### src/rtl/crtc_sync_meter.sv
// Purpose: passive meter of 6845-style CRTC HSYNC/VSYNC/DE timing, with interlace and lock detection.
// Latency: measured outputs and LOCKED update on the CLKEN edge that samples the VSYNC rising edge.
// Backpressure: none; the block only observes, and nothing happens on cycles where CLKEN is low.
module crtc_sync_meter #(
    parameter int HCNT_W = 9,
    parameter int VCNT_W = 10
) (
    input  logic              CLOCK,
    input  logic              nRESET,
    input  logic              CLKEN,
    input  logic              HSYNC,
    input  logic              VSYNC,
    input  logic              DE,
    output logic [HCNT_W-1:0] H_TOTAL,
    output logic [HCNT_W-1:0] H_SYNC_W,
    output logic [HCNT_W-1:0] H_DISP,
    output logic [VCNT_W-1:0] V_TOTAL,
    output logic [VCNT_W-1:0] V_SYNC_W,
    output logic [VCNT_W-1:0] V_DISP,
    output logic              INTERLACED,
    output logic              LOCKED,
    output logic              NO_SYNC
);
    localparam logic [1:0] ST_UNLOCKED = 2'd0;
    localparam logic [1:0] ST_MEASURE  = 2'd1;
    localparam logic [1:0] ST_LOCKED   = 2'd2;

    localparam logic [HCNT_W-1:0] HMAX = {HCNT_W{1'b1}};
    localparam logic [VCNT_W-1:0] VMAX = {VCNT_W{1'b1}};
    localparam logic [HCNT_W-1:0] H1   = {{(HCNT_W-1){1'b0}}, 1'b1};
    localparam logic [VCNT_W-1:0] V1   = {{(VCNT_W-1){1'b0}}, 1'b1};

    logic              hs_prev_q, hs_prev_d, vs_prev_q, vs_prev_d;
    logic [HCNT_W-1:0] hcnt_q, hcnt_d, hs_acc_q, hs_acc_d, de_acc_q, de_acc_d;
    logic [HCNT_W-1:0] line_per_q, line_per_d, line_sw_q, line_sw_d, hdisp_max_q, hdisp_max_d;
    logic [HCNT_W-1:0] vs_phase_q, vs_phase_d;
    logic [VCNT_W-1:0] lcnt_q, lcnt_d, vs_lines_q, vs_lines_d, vsw_meas_q, vsw_meas_d;
    logic [VCNT_W-1:0] disp_lines_q, disp_lines_d;
    logic [HCNT_W-1:0] h_total_q, h_total_d, h_sync_w_q, h_sync_w_d, h_disp_q, h_disp_d;
    logic [VCNT_W-1:0] v_total_q, v_total_d, v_sync_w_q, v_sync_w_d, v_disp_q, v_disp_d;
    logic              interlaced_q, interlaced_d, no_sync_q, no_sync_d;
    logic [1:0]        state_q, state_d;

    logic              hs_rise, vs_rise, vs_fall, hsat, lsat, ilace, match;
    logic [HCNT_W-1:0] ph_diff;
    logic [VCNT_W-1:0] vt_diff;

    // Edge detection against the previous CLKEN sample.
    always_comb begin
        hs_rise = CLKEN & HSYNC & ~hs_prev_q;
        vs_rise = CLKEN & VSYNC & ~vs_prev_q;
        vs_fall = CLKEN & ~VSYNC & vs_prev_q;
    end

    // Line/frame accumulation, frame capture, interlace test and lock state machine.
    always_comb begin
        hs_prev_d    = hs_prev_q;
        vs_prev_d    = vs_prev_q;
        hcnt_d       = hcnt_q;
        hs_acc_d     = hs_acc_q;
        de_acc_d     = de_acc_q;
        line_per_d   = line_per_q;
        line_sw_d    = line_sw_q;
        hdisp_max_d  = hdisp_max_q;
        vs_phase_d   = vs_phase_q;
        lcnt_d       = lcnt_q;
        vs_lines_d   = vs_lines_q;
        vsw_meas_d   = vsw_meas_q;
        disp_lines_d = disp_lines_q;
        h_total_d    = h_total_q;
        h_sync_w_d   = h_sync_w_q;
        h_disp_d     = h_disp_q;
        v_total_d    = v_total_q;
        v_sync_w_d   = v_sync_w_q;
        v_disp_d     = v_disp_q;
        interlaced_d = interlaced_q;
        no_sync_d    = no_sync_q;
        state_d      = state_q;
        ph_diff      = '0;
        vt_diff      = '0;
        ilace        = 1'b0;
        match        = 1'b0;
        hsat         = 1'b0;
        lsat         = 1'b0;

        if (CLKEN) begin
            hs_prev_d = HSYNC;
            vs_prev_d = VSYNC;

            if (hs_rise) begin
                // Close the line; the current sample opens the next one.
                line_per_d  = (hcnt_q == HMAX) ? HMAX : hcnt_q + H1;
                line_sw_d   = hs_acc_q;
                hdisp_max_d = (de_acc_q > hdisp_max_q) ? de_acc_q : hdisp_max_q;
                hcnt_d      = '0;
                hs_acc_d    = H1;
                de_acc_d    = DE ? H1 : '0;
                lcnt_d      = (lcnt_q == VMAX) ? VMAX : lcnt_q + V1;
                if (VSYNC && vs_lines_q != VMAX) vs_lines_d = vs_lines_q + V1;
                if (de_acc_q != '0 && disp_lines_q != VMAX) disp_lines_d = disp_lines_q + V1;
            end else begin
                hsat   = (hcnt_q == HMAX);
                hcnt_d = hsat ? HMAX : hcnt_q + H1;
                if (HSYNC && hs_acc_q != HMAX) hs_acc_d = hs_acc_q + H1;
                if (DE && de_acc_q != HMAX)    de_acc_d = de_acc_q + H1;
            end

            // The vsync width of a frame is only known once VSYNC drops.
            if (vs_fall) vsw_meas_d = vs_lines_q;

            if (vs_rise) begin
                ph_diff = (hcnt_d >= vs_phase_q) ? hcnt_d - vs_phase_q : vs_phase_q - hcnt_d;
                vt_diff = (lcnt_d >= v_total_q) ? lcnt_d - v_total_q : v_total_q - lcnt_d;
                ilace   = (ph_diff >= (line_per_d >> 2)) && (vt_diff <= V1);
                match   = (line_per_d == h_total_q) && (line_sw_d == h_sync_w_q) &&
                          (hdisp_max_d == h_disp_q) && (vsw_meas_q == v_sync_w_q) &&
                          (disp_lines_d == v_disp_q) &&
                          ((lcnt_d == v_total_q) || ilace);

                h_total_d    = line_per_d;
                h_sync_w_d   = line_sw_d;
                h_disp_d     = hdisp_max_d;
                v_total_d    = lcnt_d;
                v_sync_w_d   = vsw_meas_q;
                v_disp_d     = disp_lines_d;
                interlaced_d = ilace;
                vs_phase_d   = hcnt_d;
                no_sync_d    = 1'b0;

                // A coincident hsync already counts as the first vsync line.
                vs_lines_d   = hs_rise ? V1 : '0;
                lcnt_d       = '0;
                disp_lines_d = '0;
                hdisp_max_d  = '0;

                case (state_q)
                    ST_UNLOCKED: state_d = ST_MEASURE;
                    ST_MEASURE:  state_d = match ? ST_LOCKED : ST_MEASURE;
                    ST_LOCKED:   state_d = match ? ST_LOCKED : ST_MEASURE;
                    default:     state_d = ST_UNLOCKED;
                endcase
            end

            // Missing sync overrides everything else.
            lsat = hs_rise && !vs_rise && (lcnt_q == VMAX);
            if (hsat || lsat) begin
                state_d   = ST_UNLOCKED;
                no_sync_d = 1'b1;
            end
        end
    end

    // State registers, cleared asynchronously.
    always_ff @(posedge CLOCK or negedge nRESET) begin
        if (!nRESET) begin
            hs_prev_q    <= 1'b0;
            vs_prev_q    <= 1'b0;
            hcnt_q       <= '0;
            hs_acc_q     <= '0;
            de_acc_q     <= '0;
            line_per_q   <= '0;
            line_sw_q    <= '0;
            hdisp_max_q  <= '0;
            vs_phase_q   <= '0;
            lcnt_q       <= '0;
            vs_lines_q   <= '0;
            vsw_meas_q   <= '0;
            disp_lines_q <= '0;
            h_total_q    <= '0;
            h_sync_w_q   <= '0;
            h_disp_q     <= '0;
            v_total_q    <= '0;
            v_sync_w_q   <= '0;
            v_disp_q     <= '0;
            interlaced_q <= 1'b0;
            no_sync_q    <= 1'b0;
            state_q      <= ST_UNLOCKED;
        end else begin
            hs_prev_q    <= hs_prev_d;
            vs_prev_q    <= vs_prev_d;
            hcnt_q       <= hcnt_d;
            hs_acc_q     <= hs_acc_d;
            de_acc_q     <= de_acc_d;
            line_per_q   <= line_per_d;
            line_sw_q    <= line_sw_d;
            hdisp_max_q  <= hdisp_max_d;
            vs_phase_q   <= vs_phase_d;
            lcnt_q       <= lcnt_d;
            vs_lines_q   <= vs_lines_d;
            vsw_meas_q   <= vsw_meas_d;
            disp_lines_q <= disp_lines_d;
            h_total_q    <= h_total_d;
            h_sync_w_q   <= h_sync_w_d;
            h_disp_q     <= h_disp_d;
            v_total_q    <= v_total_d;
            v_sync_w_q   <= v_sync_w_d;
            v_disp_q     <= v_disp_d;
            interlaced_q <= interlaced_d;
            no_sync_q    <= no_sync_d;
            state_q      <= state_d;
        end
    end

    assign H_TOTAL    = h_total_q;
    assign H_SYNC_W   = h_sync_w_q;
    assign H_DISP     = h_disp_q;
    assign V_TOTAL    = v_total_q;
    assign V_SYNC_W   = v_sync_w_q;
    assign V_DISP     = v_disp_q;
    assign INTERLACED = interlaced_q;
    assign NO_SYNC    = no_sync_q;
    assign LOCKED     = (state_q == ST_LOCKED);
endmodule

### config.mk
export PLATFORM = sky130hd
export DESIGN_NAME = crtc_sync_meter
export DESIGN_NICKNAME = d
export VERILOG_FILES = /design/src/rtl/crtc_sync_meter.sv
export SDC_FILE = /design/constraint.sdc
export NUM_CORES = 1
export LEC_CHECK = 0
export CAP_MARGIN = 25
export CELL_PAD_IN_SITES_DETAIL_PLACEMENT = 0
export CELL_PAD_IN_SITES_GLOBAL_PLACEMENT = 1
export CORE_MARGIN = 2
export CORE_UTILIZATION = 39
export CTS_BUF_LIST = sky130_fd_sc_hd__clkbuf_4 sky130_fd_sc_hd__clkbuf_8
export CTS_CLUSTER_DIAMETER = 50
export CTS_CLUSTER_SIZE = 8
export DETAILED_ROUTE_END_ITERATION = 8
export GPL_ROUTABILITY_DRIVEN = 0
export PLACE_DENSITY = 0.79
export SLEW_MARGIN = 20
export SYNTH_ARGS = -nofsm -noshare
export SYNTH_HDL_FRONTEND = slang
export SYNTH_SLANG_ARGS = --single-unit
export TNS_END_PERCENT = 30
### constraint.sdc
create_clock -name CLOCK -period 6.3 [get_ports CLOCK]
set_clock_uncertainty 0.1 [all_clocks]
set_input_delay 1.26 -clock CLOCK [delete_from_list [all_inputs] [get_ports CLOCK]]
set_output_delay 1.26 -clock CLOCK [all_outputs]
set_load 0.02 [all_outputs]
==> summary.txt <==
Fraction of registers with async set/reset - 100.0%
Layout cells sized above 1 - 8.068%
H-tree depth - 4
Vias/cell - 5.290
Hold buffers post-CTS - 0
Rel. slew slack - 29.85%
Sink Count - 166
Clock Tree Buf Depth - 2
Layout Cells excl Fill - 1562
Worst hold path depth - 2
FP Rows - 59
Fin crit period - 5904 ps
RR Endpoint - state_q[1]
Final nets - 1288
Power per cell area - 394.7 mW/mm^2
Final setup TNS - 0 ps
Final WL - 25940 um
Total GRT Usage - 18.73%
CP Buf/Inv Count - 3
Status - complete, no violations
FF+latch area - 0.004154 sq mm
Worst Hold Launch - vsw_meas_q[4]
FF-to-FF path depth - 23
Synth cell types - 75
Worst vdd ir - 0.0002312 V
Hold Crit Class - flop to flop
CTS root buf - clkbuf_8
Number of global-route vias before repair - 7875
Seq/Total Area, Yosys - 40.12%
Crit path max fanout - 8
DRC - 0
Kind of critical path - input port to flop
Largest net degree at the start of global routing - 80
Main flop type after synthesis - dfrtp_1
FILL cells - 2525
TritonCTS clock tree - built
Most frequent CP cell - o21ai_0
R2r setup slk - 500 ps
Slew Limit Fails - 0
Crit start category - input port
Synthesized area - 0.01035 sq mm
Synthesis-stage register bit count - 166
Tcrit/Tclk final - 93.71%
Final Hold Fails - 0
Initial Util - 39.73%
YS warnings - 0
Static Leak - 5.498 nW
Area occupied by multi-input gates - 0.005633 sq mm
Syn Area/Cell - 8.910 sq um
Dpl cells - 1530
First-pass GRT wire length - 42190 um
CP Capture Type - flop
Post-synthesis net count - 1236
Worst-path clk slew - 120 ps
Die W - 166.9 um
# setup viols final - 0
Drt pass-1 iters - 6
Synth top area share - 40.12%
Core area - 0.02606 sq mm
Die height - 166.9 um
Grt ovf - 0
Via count - 8263
Cell accounting for the most synthesized area - dfrtp_1
Hpwl dp - 18950 um
Post-route ant nets - 0
Critical R2R Launch - hcnt_q[0]
Critical path, cell by cell - clkdlybuf4s50_1, buf_4, nand3b_1, o21ai_0, inv_1, ha_1, a21oi_1, o211ai_1, o211ai_1, mux2i_1, o21ai_0, a21oi_1, o21ai_0, xor2_1, ha_1, nand3_1, o21ai_0, a211oi_1, a211oi_1, a31oi_1, o41ai_2
Detailed router's first-iteration violation count - 559
Top Ports - 66
Max-Cap Viols - 0
Count of input and output buffers - 65
Worst Path Arrival - 6180 ps
Ranking of synthesized cells by area - dfrtp_1 (40%), ha_1 (7.7%), nand2_1 (5.7%)
Routed len/inst - 16.60 um
Fmax - 169.4 MHz
Synthesized instance count - 1162
Area delta synth->final - 13.99%
Clock Latency Late Sink - 480 ps
Top cell family by delay on the critical path - compound AO/OA/AOI/OAI gates
Worst Max-Slew Pin Slew - 1026 ps
Setup Fix Bufs, Post-CTS - 0
Data required, critical path - 6580 ps
Worst Hold Path EP - V_SYNC_W[4]
RSZ-0062 raised after global routing - no
Post-CTS sizing - 0
Total power - 4.659 mW
Initial antenna violation count - 0
EDFF count, synth - 0
Ant diodes - 0
Crit-path slowest cell - clkdlybuf4s50_1
Max stage delay on crit path - 550 ps
CTS buffer count - 17
Die Area - 0.02787 sq mm
-- power by group --
part / switching, mW / internal [mW] / total (mW) / leakage, nW
clock network: 0.486 / 0.345 / 0.831 / 0.217
registers: 0.232 / 1.23 / 1.47 / 2.23
logic: 1.27 / 1.09 / 2.36 / 3.05
-- worst reg2reg max path, cell delays in order, from the launching register on --
cell and delay (ps):
dfrtp_1 480, ha_1 270, and4_1 300, and2_1 180, nor3_1 470, or2_2 230
inv_1 60, ha_1 210, a21o_1 170, a211oi_1 320, o211ai_1 180, o211ai_1 340
mux2i_1 330, o21ai_0 110, a21oi_1 220, o21ai_0 160, xor2_1 170, ha_1 310
nand3_1 70, o21ai_0 190, a211oi_1 100, a211oi_1 280, a31oi_1 180, o41ai_2 280
-- cells in the final DEF, fill, tap and decap left out, types with 11 or more instances in the layout --
cell,Yosys,layout
a21o_1,16,16
clkbuf_8,0,17
dfrtp_1,166,166
xor2_1,33,33
nor2_1,94,94
nand3_1,35,35
buf_4,0,19
nand4_1,23,23
a31oi_1,12,12
inv_1,91,91
xnor2_1,50,50
ha_1,64,64
clkdlybuf4s50_1,0,64
mux2_2,25,25
mux2i_1,28,28
a211oi_1,13,13
a21oi_1,58,58
o21ai_0,94,94
nand2_1,157,157
or3_1,11,11
-- synthesized netlist by cell type (11+ instances only) --
| cell | n |
|---|---|
| a211oi_1 | 13 |
| a21o_1 | 16 |
| a21oi_1 | 58 |
| a31oi_1 | 12 |
| clkbuf_1 | 40 |
| dfrtp_1 | 166 |
| ha_1 | 64 |
| inv_1 | 91 |
| mux2_2 | 25 |
| mux2i_1 | 28 |
| nand2_1 | 157 |
| nand3_1 | 35 |
| nand4_1 | 23 |
| nor2_1 | 94 |
| o21ai_0 | 94 |
| or3_1 | 11 |
| xnor2_1 | 50 |
| xor2_1 | 33 |
-- registers in the layout, indices dropped and copies added, names as in the netlist, 2 cells and up --
| signal | count |
|---|---|
| H_DISP | 9 |
| H_SYNC_W | 9 |
| H_TOTAL | 9 |
| V_DISP | 10 |
| V_SYNC_W | 10 |
| V_TOTAL | 10 |
| de_acc_q | 9 |
| disp_lines_q | 10 |
| hcnt_q | 9 |
| hdisp_max_q | 9 |
| hs_acc_q | 9 |
| lcnt_q | 10 |
| line_per_q | 9 |
| line_sw_q | 9 |
| state_q | 2 |
| vs_lines_q | 10 |
| vs_phase_q | 9 |
| vsw_meas_q | 10 |
-- stage by stage --
stage	worst slack (ps)	cell area [sq um]	hold slack (ps)	util, %
floorplan	304.5	10350	367.3	-
finish	396.1	11800	420.2	45.29
global placement	97.32	11350	385.6	43.57
detailed placement	-26.37	11370	398.9	43.62
global route	18.78	11800	460.9	45.29
CTS	431.1	11800	423.2	45.26
-- area by class of cell --
class | count | share of cell area, %
Tap cell | 335 | 3.551
Inverter | 91 | 2.894
Sequential cell | 166 | 35.20
Timing Repair Buffer | 86 | 6.997
Multi-Input combinational cell | 852 | 47.73
Clock inverter | 15 | 1.654
Clock buffer | 17 | 1.982
-- worst max path at each step --
stage / slack [ps] / start / to / cells after the start
6_report: 400 / HSYNC / state_q[1] / 21
4_1_cts: 430 / HSYNC / state_q[1] / 21
5_1_grt: 20 / HSYNC / state_q[1] / 21
3_5_place_dp: -30 / HSYNC / state_q[1] / 21
3_3_place_gp: 100 / CLKEN / state_q[0] / 21
2_1_floorplan: 300 / CLKEN / state_q[1] / 24
-- metal layers --
| layer | wire length [um] | global-route usage, % | vias to the layer above |
|---|---|---|---|
| li1 | - | - | 4130 |
| met1 | 12530 | 27.00 | 3946 |
| met2 | 12120 | 29.49 | 156 |
| met3 | 802 | 2.780 | 31 |
| met4 | 485 | 4.948 | 0 |
| met5 | 0 | 0 | - |
-- kinds of logic after synthesis --
kind of cell             count (synthesis)  share of synthesized area (%)
XOR/XNOR                                83                          7.021
multiplexers                            53                          5.426
buffers and inverters                  144                          5.571
adder cells (fa/ha/maj)                 68                          8.508
AO/OA/AOI/OAI                          261                          15.89
flip-flops                             166                          40.12
AND/OR/NAND/NOR                        387                          17.46
(Power assumes the default switching activity.)
